<file path="config.mk">
export PLATFORM = sky130hd
export DESIGN_NAME = uart_cmd_sequencer_flat
export DESIGN_NICKNAME = d
export VERILOG_FILES = /design/src/rtl/uart_cmd_pkg.sv /design/src/rtl/uart_cmd_sequencer_if.sv /design/src/rtl/uart_cmd_tx_slot.sv /design/src/rtl/uart_cmd_sequencer.sv /design/src/flat_wrapper.sv
export SDC_FILE = /design/constraint.sdc
export NUM_CORES = 1
export LEC_CHECK = 0
export BUFFER_PORTS_ARGS = -buffer_cell sky130_fd_sc_hd__buf_2
export CAP_MARGIN = 20
export CORE_UTILIZATION = 50
export DETAILED_ROUTE_END_ITERATION = 8
export PLACE_DENSITY = 0.74
export SYNTH_ARGS = -nofsm -noshare
export SYNTH_HDL_FRONTEND = slang
export SYNTH_SLANG_ARGS = --single-unit
</file>
<file path="constraint.sdc">
create_clock -name clk -period 2.15 [get_ports clk]
set_clock_uncertainty 0.2 [all_clocks]
set_input_delay 0.1075 -clock clk [delete_from_list [all_inputs] [get_ports clk]]
set_output_delay 0.1075 -clock clk [all_outputs]
set_load 0.01 [all_outputs]
</file>
<file path="src/rtl/uart_cmd_pkg.sv">
// uart_cmd_pkg: shared states, ASCII command bytes and rate codes for the UART command sequencer.
package uart_cmd_pkg;
    typedef enum logic {ST_NORMAL, ST_CMD} state_t;
    localparam logic [7:0] CH_M_U = 8'h4D;
    localparam logic [7:0] CH_M_L = 8'h6D;
    localparam logic [7:0] CH_F_U = 8'h46;
    localparam logic [7:0] CH_F_L = 8'h66;
    localparam logic [7:0] CH_1   = 8'h31;
    localparam logic [7:0] CH_5   = 8'h35;
    localparam logic [7:0] CH_A_U = 8'h41;
    localparam logic [7:0] CH_A_L = 8'h61;
    localparam logic [7:0] CH_S_U = 8'h53;
    localparam logic [7:0] CH_S_L = 8'h73;
    localparam logic [7:0] CH_P_U = 8'h50;
    localparam logic [7:0] CH_P_L = 8'h70;
    localparam logic [7:0] CH_CR  = 8'h0D;
    localparam logic [7:0] CH_LF  = 8'h0A;
    localparam logic [7:0] CH_ACK = 8'h4B;
    localparam logic [7:0] CH_NAK = 8'h3F;
    localparam logic [7:0] CH_TO  = 8'h54;
    localparam logic [1:0] RATE_SLOW = 2'b00;
    localparam logic [1:0] RATE_MID  = 2'b01;
    localparam logic [1:0] RATE_FAST = 2'b10;
endpackage

</file>
<file path="src/rtl/uart_cmd_sequencer_if.sv">
// uart_cmd_sequencer_if: received-byte strobe and response-byte valid/ready handshake.
interface uart_cmd_sequencer_if;
    logic       rx_valid;
    logic [7:0] rx_data;
    logic       tx_ready;
    logic       tx_valid;
    logic [7:0] tx_data;
    modport master (output rx_valid, rx_data, tx_ready, input tx_valid, tx_data);
    modport slave  (input rx_valid, rx_data, tx_ready, output tx_valid, tx_data);
endinterface

</file>
<file path="src/rtl/uart_cmd_tx_slot.sv">
// uart_cmd_tx_slot: one-entry response register; a new load always wins over the held byte.
module uart_cmd_tx_slot (
    input  logic       clk,
    input  logic       reset,
    input  logic       load,
    input  logic [7:0] data,
    input  logic       tx_ready,
    output logic       tx_valid,
    output logic [7:0] tx_data
);
    logic       valid_q, valid_d;
    logic [7:0] data_q, data_d;

    always_comb begin
        valid_d = load ? 1'b1 : (valid_q && tx_ready) ? 1'b0 : valid_q;
        data_d  = load ? data : data_q;
    end

    always_ff @(posedge clk) begin
        if (reset) begin
            valid_q <= 1'b0;
            data_q  <= 8'h00;
        end else begin
            valid_q <= valid_d;
            data_q  <= data_d;
        end
    end

    assign tx_valid = valid_q;
    assign tx_data  = data_q;
endmodule

</file>
<file path="src/rtl/uart_cmd_sequencer.sv">
// uart_cmd_sequencer: NORMAL/CMD byte protocol driving the display byte, PWM rate/enable and UART responses.
module uart_cmd_sequencer
    import uart_cmd_pkg::*;
#(
    parameter int TIMEOUT_CYCLES = 50_000_000
) (
    input  logic                        clk,
    input  logic                        reset,
    uart_cmd_sequencer_if.slave         bus,
    output logic [7:0]                  seg_data,
    output logic                        seg_update,
    output logic [1:0]                  rate_sel,
    output logic                        rate_update,
    output logic                        pwm_en,
    output logic                        mode_cmd
);
    localparam int TO_W = $clog2(TIMEOUT_CYCLES + 1);
    localparam logic [TO_W-1:0] TO_LAST = TO_W'(TIMEOUT_CYCLES - 1);

    state_t          state_q, state_d;
    logic [7:0]      seg_q, seg_d;
    logic [1:0]      rate_q, rate_d;
    logic            pwm_q, pwm_d, seg_upd_q, seg_upd_d, rate_upd_q, rate_upd_d;
    logic [TO_W-1:0] cnt_q, cnt_d;
    logic            load;
    logic [7:0]      resp, rx;
    logic            is_blank;

    assign rx       = bus.rx_data;
    assign is_blank = (rx == 8'h00) || (rx == CH_CR) || (rx == CH_LF);

    always_comb begin
        state_d    = state_q;
        seg_d      = seg_q;
        rate_d     = rate_q;
        pwm_d      = pwm_q;
        seg_upd_d  = 1'b0;
        rate_upd_d = 1'b0;
        cnt_d      = (state_q == ST_CMD) ? cnt_q + TO_W'(1) : '0;
        load       = 1'b0;
        resp       = CH_ACK;
        if (bus.rx_valid && state_q == ST_NORMAL) begin
            if (rx == CH_M_U || rx == CH_M_L) begin
                state_d = ST_CMD;
                cnt_d   = '0;
                load    = 1'b1;
            end else if (!(is_blank || rx == CH_F_U || rx == CH_F_L)) begin
                seg_d     = rx;
                seg_upd_d = 1'b1;
                load      = 1'b1;
                resp      = rx;
            end
        end else if (bus.rx_valid) begin
            cnt_d = '0;
            load  = !is_blank;
            case (rx)
                CH_1:           begin rate_d = RATE_SLOW; rate_upd_d = 1'b1; end
                CH_5:           begin rate_d = RATE_MID;  rate_upd_d = 1'b1; end
                CH_A_U, CH_A_L: begin rate_d = RATE_FAST; rate_upd_d = 1'b1; end
                CH_S_U, CH_S_L: pwm_d = 1'b1;
                CH_P_U, CH_P_L: pwm_d = 1'b0;
                CH_F_U, CH_F_L: state_d = ST_NORMAL;
                default:        resp = CH_NAK;
            endcase
        end else if (state_q == ST_CMD && cnt_q == TO_LAST) begin
            // a same-cycle byte takes the branch above, so expiry only fires when idle
            state_d = ST_NORMAL;
            cnt_d   = '0;
            load    = 1'b1;
            resp    = CH_TO;
        end
    end

    always_ff @(posedge clk) begin
        if (reset) begin
            state_q    <= ST_NORMAL;
            seg_q      <= 8'h00;
            rate_q     <= RATE_SLOW;
            pwm_q      <= 1'b1;
            seg_upd_q  <= 1'b0;
            rate_upd_q <= 1'b0;
            cnt_q      <= '0;
        end else begin
            state_q    <= state_d;
            seg_q      <= seg_d;
            rate_q     <= rate_d;
            pwm_q      <= pwm_d;
            seg_upd_q  <= seg_upd_d;
            rate_upd_q <= rate_upd_d;
            cnt_q      <= cnt_d;
        end
    end

    uart_cmd_tx_slot u_slot (
        .clk      (clk),
        .reset    (reset),
        .load     (load),
        .data     (resp),
        .tx_ready (bus.tx_ready),
        .tx_valid (bus.tx_valid),
        .tx_data  (bus.tx_data)
    );

    assign seg_data    = seg_q;
    assign seg_update  = seg_upd_q;
    assign rate_sel    = rate_q;
    assign rate_update = rate_upd_q;
    assign pwm_en      = pwm_q;
    assign mode_cmd    = (state_q == ST_CMD);
endmodule

</file>
<file path="src/flat_wrapper.sv">
// flat-port wrapper written by rule: the top's interface ports become plain ports
module uart_cmd_sequencer_flat import uart_cmd_pkg::*;
#(
    parameter int TIMEOUT_CYCLES = 50_000_000
)
  (clk, reset, seg_data, seg_update, rate_sel, rate_update, pwm_en, mode_cmd, bus_rx_valid, bus_rx_data, bus_tx_ready, bus_tx_valid, bus_tx_data);
  uart_cmd_sequencer_if bus_i ();
  input  logic clk;
  input  logic reset;
  output logic [7:0] seg_data;
  output logic seg_update;
  output logic [1:0] rate_sel;
  output logic rate_update;
  output logic pwm_en;
  output logic mode_cmd;
  input wire logic [$bits(bus_i.rx_valid)-1:0] bus_rx_valid;
  input wire logic [$bits(bus_i.rx_data)-1:0] bus_rx_data;
  input wire logic [$bits(bus_i.tx_ready)-1:0] bus_tx_ready;
  output wire logic [$bits(bus_i.tx_valid)-1:0] bus_tx_valid;
  output wire logic [$bits(bus_i.tx_data)-1:0] bus_tx_data;
  assign bus_i.rx_valid = bus_rx_valid;
  assign bus_i.rx_data = bus_rx_data;
  assign bus_i.tx_ready = bus_tx_ready;
  assign bus_tx_valid = bus_i.tx_valid;
  assign bus_tx_data = bus_i.tx_data;
  uart_cmd_sequencer #(.TIMEOUT_CYCLES(TIMEOUT_CYCLES)) u_core (.clk(clk), .reset(reset), .bus(bus_i), .seg_data(seg_data), .seg_update(seg_update), .rate_sel(rate_sel), .rate_update(rate_update), .pwm_en(pwm_en), .mode_cmd(mode_cmd));
endmodule
</file>
-- Word level (Yosys, flattened, before mapping)
Index checks and enable logic that the tools add are counted.
- memories kept: 0
- bits in writable memories: 0
- ROM bits: 0
- word-level logic and storage cells: 84
- bits in registers: 49
- bits in latches: 0
- muxes and demuxes: 26
- bitwise logic cells: 5
- $add $sub $neg: 1
- $lt $le $gt $ge: 0
- reductions and logical operators: 26
- $mul: 0
- equal/unequal tests: 17
- shift-type cells: 0
- divide/modulo/power cells: 0
- operators with widths (operator ; count):
    26-bit two-way mux ; 5
    8-bit by 7-bit equality test with 1-bit output, second input constant ; 10
    8-bit two-way mux ; 4
    26-bit by 1-bit adder with 26-bit output, second input constant ; 1
    26-bit equality test, second input constant ; 1
    8-bit by 4-bit equality test with 1-bit output, second input constant ; 2
    8-bit by 6-bit equality test with 1-bit output, second input constant ; 2
    1-bit two-way mux ; 13
    3-bit AND reduction ; 4
    10-bit OR reduction ; 1
    8-bit logical NOT ; 1
    2-bit OR reduction ; 4
    7-bit two-way mux ; 1
    2-bit one-hot mux with 3 select lines ; 1
    3-bit nonzero test ; 2
    3-bit OR reduction ; 2
    1-bit logical OR ; 5
    5-bit two-way mux ; 1
    1-bit NOT ; 5
    2-bit nonzero test ; 2
    4-bit OR reduction ; 1
    1-bit logical AND ; 3
    3-bit by 1-bit != test with 1-bit output, second input constant ; 1
    2-bit != test, second input constant ; 1
    2 further kinds ; 2

-- Depth between registers and ports, before layout
Gate-level depths: netlist (run 1).
- depth in word-level cells: 9
- gate-level depth with buffers: 8
- gate-level depth less buffers: 6

-- Modules after synthesis
Synthesis (run 1) repeated with hierarchy kept, for this count alone.
- cell total of the unflattened synthesis: 264
- area total of the unflattened synthesis: 2334.7 um^2
- modules (own cells, without submodules) (module ; area an instance (um^2) ; cells each ; times used):
    uart_cmd_sequencer ; 2013.2 ; 234 ; 1
    uart_cmd_tx_slot ; 321.6 ; 30 ; 1

-- Worst setup path before layout (run 1)
OpenSTA, ideal clock, no wires.
- path kind: reg2reg
- from: reg u_core.cnt_q[0]
- to: reg u_core.u_slot.data_q[6] (netlist: u_core.u_slot.tx_data[6])
- slack: -0.041 ns
- stages on the path, launching flop included: 8
- required time: 1.883 ns
- arrival time: 1.924 ns
- path buffers: 1
- cells stage by stage: dfxtp_1 ha_1 and2_2 nand2_4 or4b_4 buf_6 a221o_1 a21oi_2
- longest elaborated chain between the ends: 5
- RTL lines (item ; line ; RTL):
    start: declaration ; uart_cmd_sequencer.sv:24 ; logic [TO_W-1:0] cnt_q, cnt_d;
    start signal: assignment ; uart_cmd_sequencer.sv:90 ; cnt_q <= cnt_d;
    26-bit equality test ; uart_cmd_sequencer.sv:65 ; end else if (state_q == ST_CMD && cnt_q == TO_LAST) begin
    1-bit logical AND ; uart_cmd_sequencer.sv:65 ;
    1-bit two-way mux ; uart_cmd_sequencer.sv:65 ;
    1-bit two-way mux ; uart_cmd_sequencer.sv:53 ; end else if (bus.rx_valid) begin
    1-bit two-way mux ; uart_cmd_sequencer.sv:42 ; if (bus.rx_valid && state_q == ST_NORMAL) begin
    end signal: assignment ; uart_cmd_tx_slot.sv:25 ; data_q <= data_d;
    end: declaration ; uart_cmd_tx_slot.sv:12 ; logic [7:0] data_q, data_d;
No other way between the ends.
A chain may end at the register's enable or synchronous reset.

-- Worst setup path after layout (run 1)
- from: in bus_rx_data[7]
- to: reg u_core.u_slot.data_q[6] (netlist: u_core.u_slot.tx_data[6])
- longest elaborated chain between the ends: 8
- elaborated cells on any way between the ends: 31
- RTL lines (item ; line ; RTL):
    start: declaration ; flat_wrapper.sv:17 ; input wire logic [$bits(bus_i.rx_data)-1:0] bus_rx_data;
    8-bit by 4-bit equality test with 1-bit output or 8-bit logical NOT (tied branches) ; uart_cmd_sequencer.sv:30 ; assign is_blank = (rx == 8'h00) || (rx == CH_CR) || (rx == CH_LF);
    1-bit logical OR (2 in series) ; uart_cmd_sequencer.sv:30 ;
    1-bit logical OR (2 in series) ; uart_cmd_sequencer.sv:47 ; end else if (!(is_blank || rx == CH_F_U || rx == CH_F_L)) begin
    8-bit two-way mux or 1-bit two-way mux (tied branches) ; uart_cmd_sequencer.sv:47 ;
    8-bit two-way mux or 1-bit two-way mux (tied branches) ; uart_cmd_sequencer.sv:43 ; if (rx == CH_M_U || rx == CH_M_L) begin
    8-bit two-way mux or 1-bit two-way mux (tied branches) ; uart_cmd_sequencer.sv:42 ;
Parallel ways exist; a longest one is shown, timed or not.

==> results.py, run 1 <==
metrics = {
    "timing": {
        "final_max_slew_viol_count": 0,
        "hold_violations": 0,
        "worstMarginPinSlew_ns": 0.496,
        "fin_ws_ns": 0.0476,
        "finalCritPeriodShare_pct": 97.8,
        "clock.fmax_mhz": 476,
        "relSlewSlack_pct": 66.5,
        "setup_viol": 0,
        "period_minus_slack_ns": 2.10,
        "hold_slack_ns": 0.0162,
        "setup-tns-final_ns": 0,
    },
    "layout": {
        "layout_commonest_cell": "dfxtp_1",
        "antenna_cells": 0,
        "multi_input_area_mm2": 0.00123,
        "drive_above_1_share_pct": 24.6,
        "syn_to_final_growth_pct": 26.4,
        "design_area_mm2": 0.00285,
        "fillers": 364,
        "seqCellArea_um2": 986,
        "final_util_pct": 65.4,
        "mostFrequentLayoutCells": "dfxtp_1, nor2_1, buf_2",
        "fin_nets": 333,
    },
    "logic_synthesis": {
        "syn_nets": 277,
        "synth_edf_count": 0,
        "syn_avg_cell_area_um2": 8.54,
        "ys.flop_type": "dfxtp_1",
        "yosysUniqueCellTypes": 48,
        "synth_area_leaders": "dfxtp_1, xnor2_1, nor2_1, nand2_1, xor2_1",
        "ys_seq_area_share_pct": 43.5,
        "synth-async-reset-ratio_pct": 0,
        "yosys.area.top_type": "dfxtp_1",
        "syn_inst": 264,
        "ys_ff_latch": 49,
        "synth_top_area_share_pct": 43.5,
        "mappedNetlistArea_mm2": 0.00225,
        "yosysWarnings": 0,
    },
    "route": {
        "wirelength_um": 5160,
        "routed_via_density": 5.54,
        "drtAntennaViolNets": 0,
        "vias": 2067,
        "drc": 0,
        "firstDrtPassIters": 4,
        "drt_iter0_drc": 211,
        "routedWlPerCell_um": 13.8,
    },
    "min_path": {
        "hp-class": "in2reg",
    },
    "placement": {
        "portBuffers": 34,
        "gp_congestion": 0.839,
        "place_hpwl_um": 3390,
        "place_ws_ns": 0.0762,
        "dpl_cell_area_mm2": 0.00256,
    },
    "floorplanning": {
        "io-pin-count": 35,
        "start_util_pct": 51.8,
        "die_h_um": 69.2,
        "die-area_mm2": 0.00478,
        "die_w_um": 69.2,
        "rows": 24,
        "coreArea_mm2": 0.00435,
    },
    "status": {
        "status": "finished clean",
    },
    "grt": {
        "grt_pass1_wl_um": 8400,
        "gr-total-overflow": 0,
        "grt_pass1_vias": 1780,
        "antenna_found_initial": 0,
        "grtUsageTotal_pct": 21.8,
        "grt_max_degree": 27,
    },
    "clock_network": {
        "cts.sinks": 49,
        "path_clk_slew_ns": 0.09,
        "cts-root-buf": "clkbuf_8",
        "cts_tree": "built",
        "cts_buffer_depth": 2,
        "cts_buffers": 5,
        "clock_latency_ns": 0.30,
        "htreeDepth": 2,
    },
    "flow_run": {
        "maxCapViolations": 0,
    },
    "setup_path": {
        "cp-start-kind": "input pin",
        "critPathMaxStageDelay_ns": 0.59,
        "end_kind": "register",
        "path_max_fanout": 9,
        "crit_slowest_cell": "or4_4",
        "path_class": "in2reg",
        "crit_required_ns": 2.13,
        "path_cells": "dlygate4sd3_1 > buf_2 > or4_4 > o221ai_2 > buf_4 > buf_12 > a221o_1 > a21oi_2",
        "cp.arrival_ns": 2.08,
    },
    "power": {
        "p_leak_nw": 1.06,
        "vdd_drop_max_uv": 446,
        "p_per_area_mw_per_mm2": 598,
    },
}
Yosys cell counts (3+ instances only):
cell type,n
dfxtp_1,49
nor2_1,39
nand2_1,24
xnor2_1,17
nand3_1,15
a21oi_1,12
nor3_1,10
inv_1,9
xor2_1,9
clkbuf_1,7
nor4_1,6
and4_1,5
nand2b_1,5
nand4_1,5
a221oi_1,3
and3_1,3
buf_2,3
nor3b_1,3
o21ai_0,3
cell type report:
| type | instances | area share (%) |
|---|---|---|
| clock inverters | 1 | 0.176 |
| inverters | 9 | 1.19 |
| flip-flops and latches | 49 | 34.6 |
| repair buffers | 61 | 15.1 |
| clock buffers | 7 | 3.38 |
| multi-input cells | 194 | 43.3 |
| well taps | 52 | 2.28 |
report_power, final:
group	total, mW	internal [mW]	switching, mW
combinational	0.169	0.0780	0.0911
sequential	0.938	0.928	0.0101
clock	0.596	0.291	0.304
total	1.70	1.30	0.406
worst paths after layout:
kind	from	endpoint	slack [ns]	cells after the start
setup / recovery	bus_rx_data[7]	u_core.u_slot.tx_data[6]$_SDFFE_PP0P_	0.05	8
setup reg to reg	u_core.cnt_q[14]$_SDFF_PP0_	u_core.u_slot.tx_data[7]$_SDFFE_PP0P_	0.09	6
hold reg to reg	u_core.cnt_q[0]$_SDFF_PP0_	u_core.cnt_q[0]$_SDFF_PP0_	0.24	1
hold / removal	bus_rx_data[3]	u_core.rate_sel[0]$_SDFFE_PP0P_	0.02	4
state kept, by name (all words and copies together) (netlist names):
signal	count
u_core.rate_update	1
u_core.mode_cmd	1
u_core.cnt_q	26
u_core.pwm_en	1
u_core.seg_data	8
u_core.u_slot.tx_valid	1
u_core.seg_update	1
u_core.rate_sel	2
u_core.u_slot.tx_data	8
metrics by stage:
stage / std cells / total power [mW]
after floorplan: 264 / 1.04
after global placement: 354 / 1.10
after detailed placement: 354 / 1.10
after CTS: 373 / 1.70
after global routing: 373 / 1.76
final: 373 / 1.70
worst max-delay path, delay by kind of cell:
kind	cells	cell delay [ns]
AND/OR/NAND/NOR	1	0.59
AO/OA/AOI/OAI	3	0.40
buffers and inverters	4	0.99
routing by layer:
layer | routed length [um] | global-route usage (%) | up-vias
li1 | - | - | 1033
met1 | 2290 | 28.3 | 953
met2 | 2510 | 35.1 | 69
met3 | 273 | 5.12 | 12
met4 | 80 | 8.62 | 0
met5 | 0 | 0 | -
repair_timing:
action | CTS | global route
setup endpoints to repair | 0 | 9
gates resized for setup | 0 | 14
buffers inserted | 0 | 1
hold endpoints to repair | 15 | 0
hold buffers | 11 | 0
cell families (layout without fill, tap and decap cells):
family / count (synthesis) / count (layout) / share of synthesized area (%)
compound gates: 31 / 31 / 9.43
flops: 49 / 49 / 43.5
xor+xnor: 26 / 26 / 10.1
mux: 1 / 1 / 0.444
fa+ha+maj: 1 / 1 / 0.555
simple gates: 135 / 135 / 31.6
buf+inv: 21 / 78 / 4.33
Note: power is estimated with default switching activity, not from simulation.
==> run 2, diff against run 1 <==
--- a/config.mk
+++ b/config.mk
@@ -5,11 +5,13 @@
 export SDC_FILE = /design/constraint.sdc
 export NUM_CORES = 1
 export LEC_CHECK = 0
+export ABC_AREA = 1
+export ABC_CLOCK_PERIOD_IN_PS = 2090
 export BUFFER_PORTS_ARGS = -buffer_cell sky130_fd_sc_hd__buf_2
 export CAP_MARGIN = 20
-export CORE_UTILIZATION = 50
+export CORE_UTILIZATION = 56
 export DETAILED_ROUTE_END_ITERATION = 8
-export PLACE_DENSITY = 0.74
+export PLACE_DENSITY = 0.79
 export SYNTH_ARGS = -nofsm -noshare
 export SYNTH_HDL_FRONTEND = slang
 export SYNTH_SLANG_ARGS = --single-unit
==> constraint.sdc (replaced) <==
create_clock -name clk -period 2.09 [get_ports clk]
set_clock_uncertainty 0.2 [all_clocks]
set_input_delay 0.1045 -clock clk [delete_from_list [all_inputs] [get_ports clk]]
set_output_delay 0.1045 -clock clk [all_outputs]
set_load 0.01 [all_outputs]
==> run 2 against run 1 <==
  * Power rose by 1.0%
  * Via count rose by 7.8%
  * First-iteration DRC count down 0.95%
  * Combinational power decreased by 6%
  * Clock power barely moved
  * Synthesized cell count rose by 25%
  * Area after synthesis rose by 3.8%
  * Hold slack better by 0.24 ns
  * Cell count up 15%
  * Design area decreased by 1.7%
  * Global-route usage up 2.4 points
  * Register-to-register slack better by 0.04 ns
  * Critical endpoint is now u_core.cnt_q[16]$_SDFF_PP0_
  * Highest routed layer unchanged
==> results.py, run 2 <==
metrics = {
    "power": {
        "p_per_area_mw_per_mm2": 614,
        "vdd_drop_max_uv": 505,
        "finalPower_mw": 1.72,
        "p_leak_nw": 1.18,
    },
    "logic_synthesis": {
        "synth-xor-area-share_pct": 5.99,
        "yosysUniqueCellTypes": 31,
        "yosys.area_share.simple_pct": 38.0,
        "syn_nets": 342,
        "synth_fa_ha_area_share_pct": 0.534,
        "synth_compound_area_share_pct": 7.06,
        "yosysWarnings": 0,
        "yosys.area.top_type": "dfxtp_1",
        "synth_top_family_by_area": "simple AND/OR/NAND/NOR gates",
        "synth-async-reset-ratio_pct": 0,
        "ys_ff_latch": 49,
        "syn_avg_cell_area_um2": 7.12,
        "synth.most_common_cell": "nand2_1",
        "mappedNetlistArea_mm2": 0.00234,
        "ys_seq_area_share_pct": 41.9,
        "synth_top_area_share_pct": 41.9,
        "synth_area_leaders": "dfxtp_1, nand2_1, nor2_1, nand3_1, inv_1",
        "syn_inst": 329,
        "ys.flop_type": "dfxtp_1",
        "netlist_top_cells_count": "nand2_1, nor2_1, dfxtp_1",
        "synth_mux_area_share_pct": 0,
        "synth_edf_count": 0,
    },
    "route": {
        "drc": 0,
        "drtAntennaViolNets": 0,
        "firstDrtPassIters": 4,
        "routedWlPerCell_um": 11.7,
        "wirelength_um": 5040,
        "drt_iter0_drc": 209,
        "routed_via_density": 5.18,
        "vias": 2229,
    },
    "layout": {
        "syn_to_final_growth_pct": 19.6,
        "largest_reg_flops": 26,
        "drive_above_1_share_pct": 18.4,
        "top_register": "u_core.cnt_q",
        "final_cells": 430,
        "layout_commonest_cell": "nand2_1",
        "fin_nets": 392,
        "mostFrequentLayoutCells": "nand2_1, nor2_1, dfxtp_1",
        "antenna_cells": 0,
    },
    "grt": {
        "antenna_found_initial": 0,
        "grt_pass1_wl_um": 8320,
        "grt_max_degree": 18,
        "gr-total-overflow": 0,
        "grt_pass1_vias": 1888,
        "grtUsageTotal_pct": 24.2,
    },
    "clock_network": {
        "cts_buffers": 5,
        "cts_tree": "built",
        "path_clk_slew_ns": 0.09,
        "clock_latency_ns": 0.29,
        "cts_buffer_depth": 2,
        "cts-root-buf": "clkbuf_8",
        "cts.sinks": 49,
        "htreeDepth": 2,
    },
    "timing": {
        "setup_viol": 0,
        "clock.fmax_mhz": 509,
        "setup-tns-final_ns": 0,
        "finalCritPeriodShare_pct": 94.0,
        "final_max_slew_viol_count": 0,
        "worstMarginPinSlew_ns": 0.320,
        "relSlewSlack_pct": 78.4,
        "hold_violations": 0,
        "rsz0062_at_grt": "yes",
        "period_minus_slack_ns": 1.96,
    },
    "setup_path": {
        "path_class": "reg2reg",
        "cp-start-kind": "register",
        "end_kind": "register",
        "crit_required_ns": 2.08,
        "cp.arrival_ns": 1.95,
        "path_max_fanout": 4,
    },
    "status": {
        "status": "finished clean",
    },
    "floorplanning": {
        "die-area_mm2": 0.00444,
        "coreArea_mm2": 0.00400,
        "die_w_um": 66.7,
        "die_h_um": 66.7,
        "io-pin-count": 35,
        "rows": 23,
        "start_util_pct": 58.5,
    },
    "placement": {
        "place_hpwl_um": 3620,
        "placed_cells": 410,
        "gp_congestion": 0.937,
        "portBuffers": 34,
    },
    "min_path": {
        "hp-class": "reg2reg",
    },
    "flow_run": {
        "maxCapViolations": 0,
    },
}
## run 2: cell count changes after synthesis, moves of 4 or more
cell / delta
nor4_1: -6
clkbuf_1: -6
inv_1: +19
nand3_1: +7
xnor2_1: -9
nand2_2: +7
nand2_1: +54
and4_1: -5
nor2_2: +4
inv_2: +4
nand2b_1: -5
nor2_1: +23
a21oi_1: +6
## run 2: cell type report
type / count / area [um2]
tap: 50 / 62.6
multi-input combinational: 243 / 1230
inverter: 32 / 123
clock buffer: 7 / 96.3
clock inverter: 1 / 5.00
timing repair buffer: 48 / 303
sequential: 49 / 981
fill: 335 / 1200
## run 2: per-stage QoR
stage	setup WS, ns	hold WS (ns)	utilization [%]	instance area [um2]
2_1_floorplan	0.341	0.0461	-	2340
3_3_place_gp	0.241	0.159	63.9	2560
3_5_place_dp	0.147	0.170	63.9	2560
4_1_cts	0.124	0.257	69.2	2770
5_1_grt	-0.00175	0.277	70.0	2800
6_report	0.125	0.256	70.0	2800
## run 2: kinds of logic after synthesis
logic type               count (synthesis)
AND/OR/NAND/NOR                        196
flip-flops                              49
buffers and inverters                   37
AO/OA/AOI/OAI                           30
XOR/XNOR                                16
adder cells (fa/ha/maj)                  1
## run 2: worst paths after layout
| path | from | end | depth (start not counted) | slack (ns) |
|---|---|---|---|---|
| worst min register to register | u_core.cnt_q[0]$_SDFF_PP0_ | u_core.cnt_q[0]$_SDFF_PP0_ | 1 | 0.26 |
| worst max register to register | u_core.cnt_q[0]$_SDFF_PP0_ | u_core.cnt_q[16]$_SDFF_PP0_ | 9 | 0.13 |
| worst min-delay path | u_core.cnt_q[0]$_SDFF_PP0_ | u_core.cnt_q[0]$_SDFF_PP0_ | 1 | 0.26 |
| worst max-delay path | u_core.cnt_q[0]$_SDFF_PP0_ | u_core.cnt_q[16]$_SDFF_PP0_ | 9 | 0.13 |
## run 2: metal layers
metal	GRT usage [%]	vias to the layer above	routed length [um]
met5	0	-	0
met4	7.71	0	78
met3	4.45	10	291
met2	37.4	65	2290
met1	33.7	1006	2380
li1	-	1148	-
## run 2: power breakdown
group          total, mW  internal (mW)  switching (mW)
registers          0.965          0.955          0.0101
clock network      0.596          0.299           0.297
logic              0.159         0.0640          0.0946
## run 2: critical path, cell delays in order (launching register included)
cell and delay [ns]:
dfxtp_1 0.36, ha_1 0.19, nand3_1 0.16, nor2_2 0.22
nand3_4 0.15, nor3_4 0.22, buf_4 0.14, nand2_1 0.05
xor2_1 0.13, nor2_1 0.05
## run 2: timing repair
item,in CTS,in global routing
hold buffers,11,0
buffers inserted,0,1
endpoints found under the hold margin,19,0
endpoints found under the setup margin,0,6
gates resized for setup,0,5
==> run 3, diff against run 2 <==
--- a/config.mk
+++ b/config.mk
@@ -5,13 +5,13 @@
 export SDC_FILE = /design/constraint.sdc
 export NUM_CORES = 1
 export LEC_CHECK = 0
-export ABC_AREA = 1
 export ABC_CLOCK_PERIOD_IN_PS = 2090
 export BUFFER_PORTS_ARGS = -buffer_cell sky130_fd_sc_hd__buf_2
 export CAP_MARGIN = 20
 export CORE_UTILIZATION = 56
 export DETAILED_ROUTE_END_ITERATION = 8
 export PLACE_DENSITY = 0.79
+export REMOVE_ABC_BUFFERS = 1
 export SYNTH_ARGS = -nofsm -noshare
 export SYNTH_HDL_FRONTEND = slang
 export SYNTH_SLANG_ARGS = --single-unit
==> run 3 against run 2 <==
  * Flip-flop and latch count is the same
  * Clock power is 18% higher
  * First-iteration DRC count fell by 5.7%
  * Critical path type unchanged
  * Die area shrank 3.6%
  * Routed wire length up 6.8%
  * Combinational power is 11% higher
  * Critical path depth down 4
==> results.py, run 3 (synthesized netlist as in run 1, its figures left out) <==
metrics = {
    "floorplanning": {
        "rows": 22,
        "io-pin-count": 35,
        "die_w_um": 65.5,
        "die_h_um": 65.5,
        "die-area_mm2": 0.00428,
        "start_util_pct": 59.8,
        "coreArea_mm2": 0.00377,
    },
    "route": {
        "drt_iter0_drc": 197,
        "wirelength_um": 5380,
        "drtAntennaViolNets": 0,
        "routedWlPerCell_um": 14.1,
        "vias": 2145,
        "drc": 0,
        "routed_via_density": 5.63,
        "firstDrtPassIters": 4,
    },
    "timing": {
        "worstMarginPinSlew_ns": 0.488,
        "finalCritPeriodShare_pct": 100,
        "fin_ws_ns": 0.000833,
        "relSlewSlack_pct": 67.4,
        "final_max_slew_viol_count": 0,
        "period_minus_slack_ns": 2.09,
        "rsz0062_at_grt": "yes",
        "clock.fmax_mhz": 479,
        "setup_viol": 0,
        "hold_violations": 0,
    },
    "layout": {
        "seqCellArea_um2": 985,
        "drive_above_1_share_pct": 25.8,
        "fin_nets": 345,
        "largest_reg_flops": 26,
        "syn_to_final_growth_pct": 29.0,
        "top_register": "u_core.cnt_q",
        "mostFrequentLayoutCells": "dfxtp_1, nor2_1, buf_2",
        "antenna_cells": 0,
        "design_area_mm2": 0.00291,
        "multi_input_area_mm2": 0.00122,
        "layout_commonest_cell": "dfxtp_1",
        "fillers": 276,
    },
    "flow_run": {
        "maxCapViolations": 0,
    },
    "setup_path": {
        "path_max_fanout": 5,
        "crit_required_ns": 2.14,
        "end_kind": "register",
        "path_class": "reg2reg",
        "cp.arrival_ns": 2.14,
        "cp-start-kind": "register",
    },
    "placement": {
        "dpl_cell_area_mm2": 0.00260,
        "gp_congestion": 0.868,
        "place_ws_ns": -0.0295,
        "portBuffers": 34,
        "place_hpwl_um": 3470,
    },
    "clock_network": {
        "cts_buffers": 5,
        "cts-root-buf": "clkbuf_8",
        "clock_latency_ns": 0.30,
        "cts_tree": "built",
        "cts_buffer_depth": 2,
        "cts.sinks": 49,
        "path_clk_slew_ns": 0.09,
        "htreeDepth": 2,
    },
    "min_path": {
        "hp-class": "in2reg",
    },
    "grt": {
        "grt_max_degree": 27,
        "grt_pass1_wl_um": 8740,
        "grtUsageMet2_pct": 46.4,
        "antenna_found_initial": 0,
        "grtUsageTotal_pct": 26.6,
        "grt_busiest_layer": "met2",
        "gr-total-overflow": 0,
        "met1_usage_pct": 31.7,
        "grt_pass1_vias": 2007,
        "use_met3_pct": 5.03,
    },
    "power": {
        "vdd_drop_max_uv": 464,
        "p_leak_nw": 1.11,
        "p_per_area_mw_per_mm2": 635,
    },
    "status": {
        "status": "finished clean",
    },
}
-- run 3: changes by cell type in the layout (fill, tap and decap cells not counted), sizes merged, moves of 9 or more --
cell / delta
buf: +25
nor2: -30
xnor2: +9
nand2: -60
nand3: -10
inv: -23
-- run 3: metrics by stage --
| stage | setup TNS [ns] | hold WS [ns] | std cells | power, mW | utilization, % |
|---|---|---|---|---|---|
| floorplan | -0.101 | -0.0331 | 252 | 1.06 | - |
| global route | -0.277 | 0.0285 | 381 | 1.91 | 77.1 |
| global placement | 0 | 0.192 | 358 | 1.12 | 69.0 |
| finish | 0 | 0.0145 | 381 | 1.85 | 77.1 |
| CTS | 0 | 0.00225 | 377 | 1.84 | 75.2 |
| detailed placement | -0.0541 | 0.176 | 358 | 1.13 | 69.0 |
-- run 3: worst paths after layout --
| check | cells past startpoint | end | start | slack (ns) |
|---|---|---|---|---|
| max | 5 | u_core.u_slot.tx_data[6]$_SDFFE_PP0P_ | u_core.cnt_q[12]$_SDFF_PP0_ | 0.0008 |
| min reg2reg | 2 | u_core.seg_data[0]$_SDFFE_PP0P_ | u_core.seg_data[0]$_SDFFE_PP0P_ | 0.26 |
| min | 4 | u_core.mode_cmd$_SDFFE_PP0P_ | bus_rx_data[7] | 0.01 |
| max reg2reg | 5 | u_core.u_slot.tx_data[6]$_SDFFE_PP0P_ | u_core.cnt_q[12]$_SDFF_PP0_ | 0.0008 |
-- run 3: critical path: stages (launching register included) --
cell and delay [ns]:
dfxtp_2 0.36, and4_1 0.23, and4_1 0.24, or4b_4 0.52, a221o_1 0.35, a21oi_2 0.13
-- run 3: repair_timing --
action	4_1_cts	5_1_grt
pin swaps	3	7
endpoints found under the setup margin	3	11
endpoints found under the hold margin	14	0
setup buffers	0	4
hold buffers	11	0
gates resized for setup	2	9
-- run 3: power by group --
group	internal, mW	switching (mW)	leakage [nW]
registers	0.955	0.0110	0.400
logic	0.0805	0.0952	0.656
clock network	0.390	0.314	0.0585
-- run 3: area by class of cell --
| type | count | area share, % |
|---|---|---|
| Clock buffer | 7 | 2.97 |
| Timing Repair Buffer | 73 | 16.9 |
| Tap cell | 48 | 2.07 |
| Clock inverter | 1 | 1.03 |
| Inverter | 9 | 1.16 |
| Multi-Input combinational cell | 194 | 42.0 |
| Sequential cell | 49 | 33.9 |
-- run 3: metal layers --
metal,routed length [um],share of wire (%)
met5,0,0
met2,2680,50
met1,2300,43
met3,294,5.5
met4,112,2.1
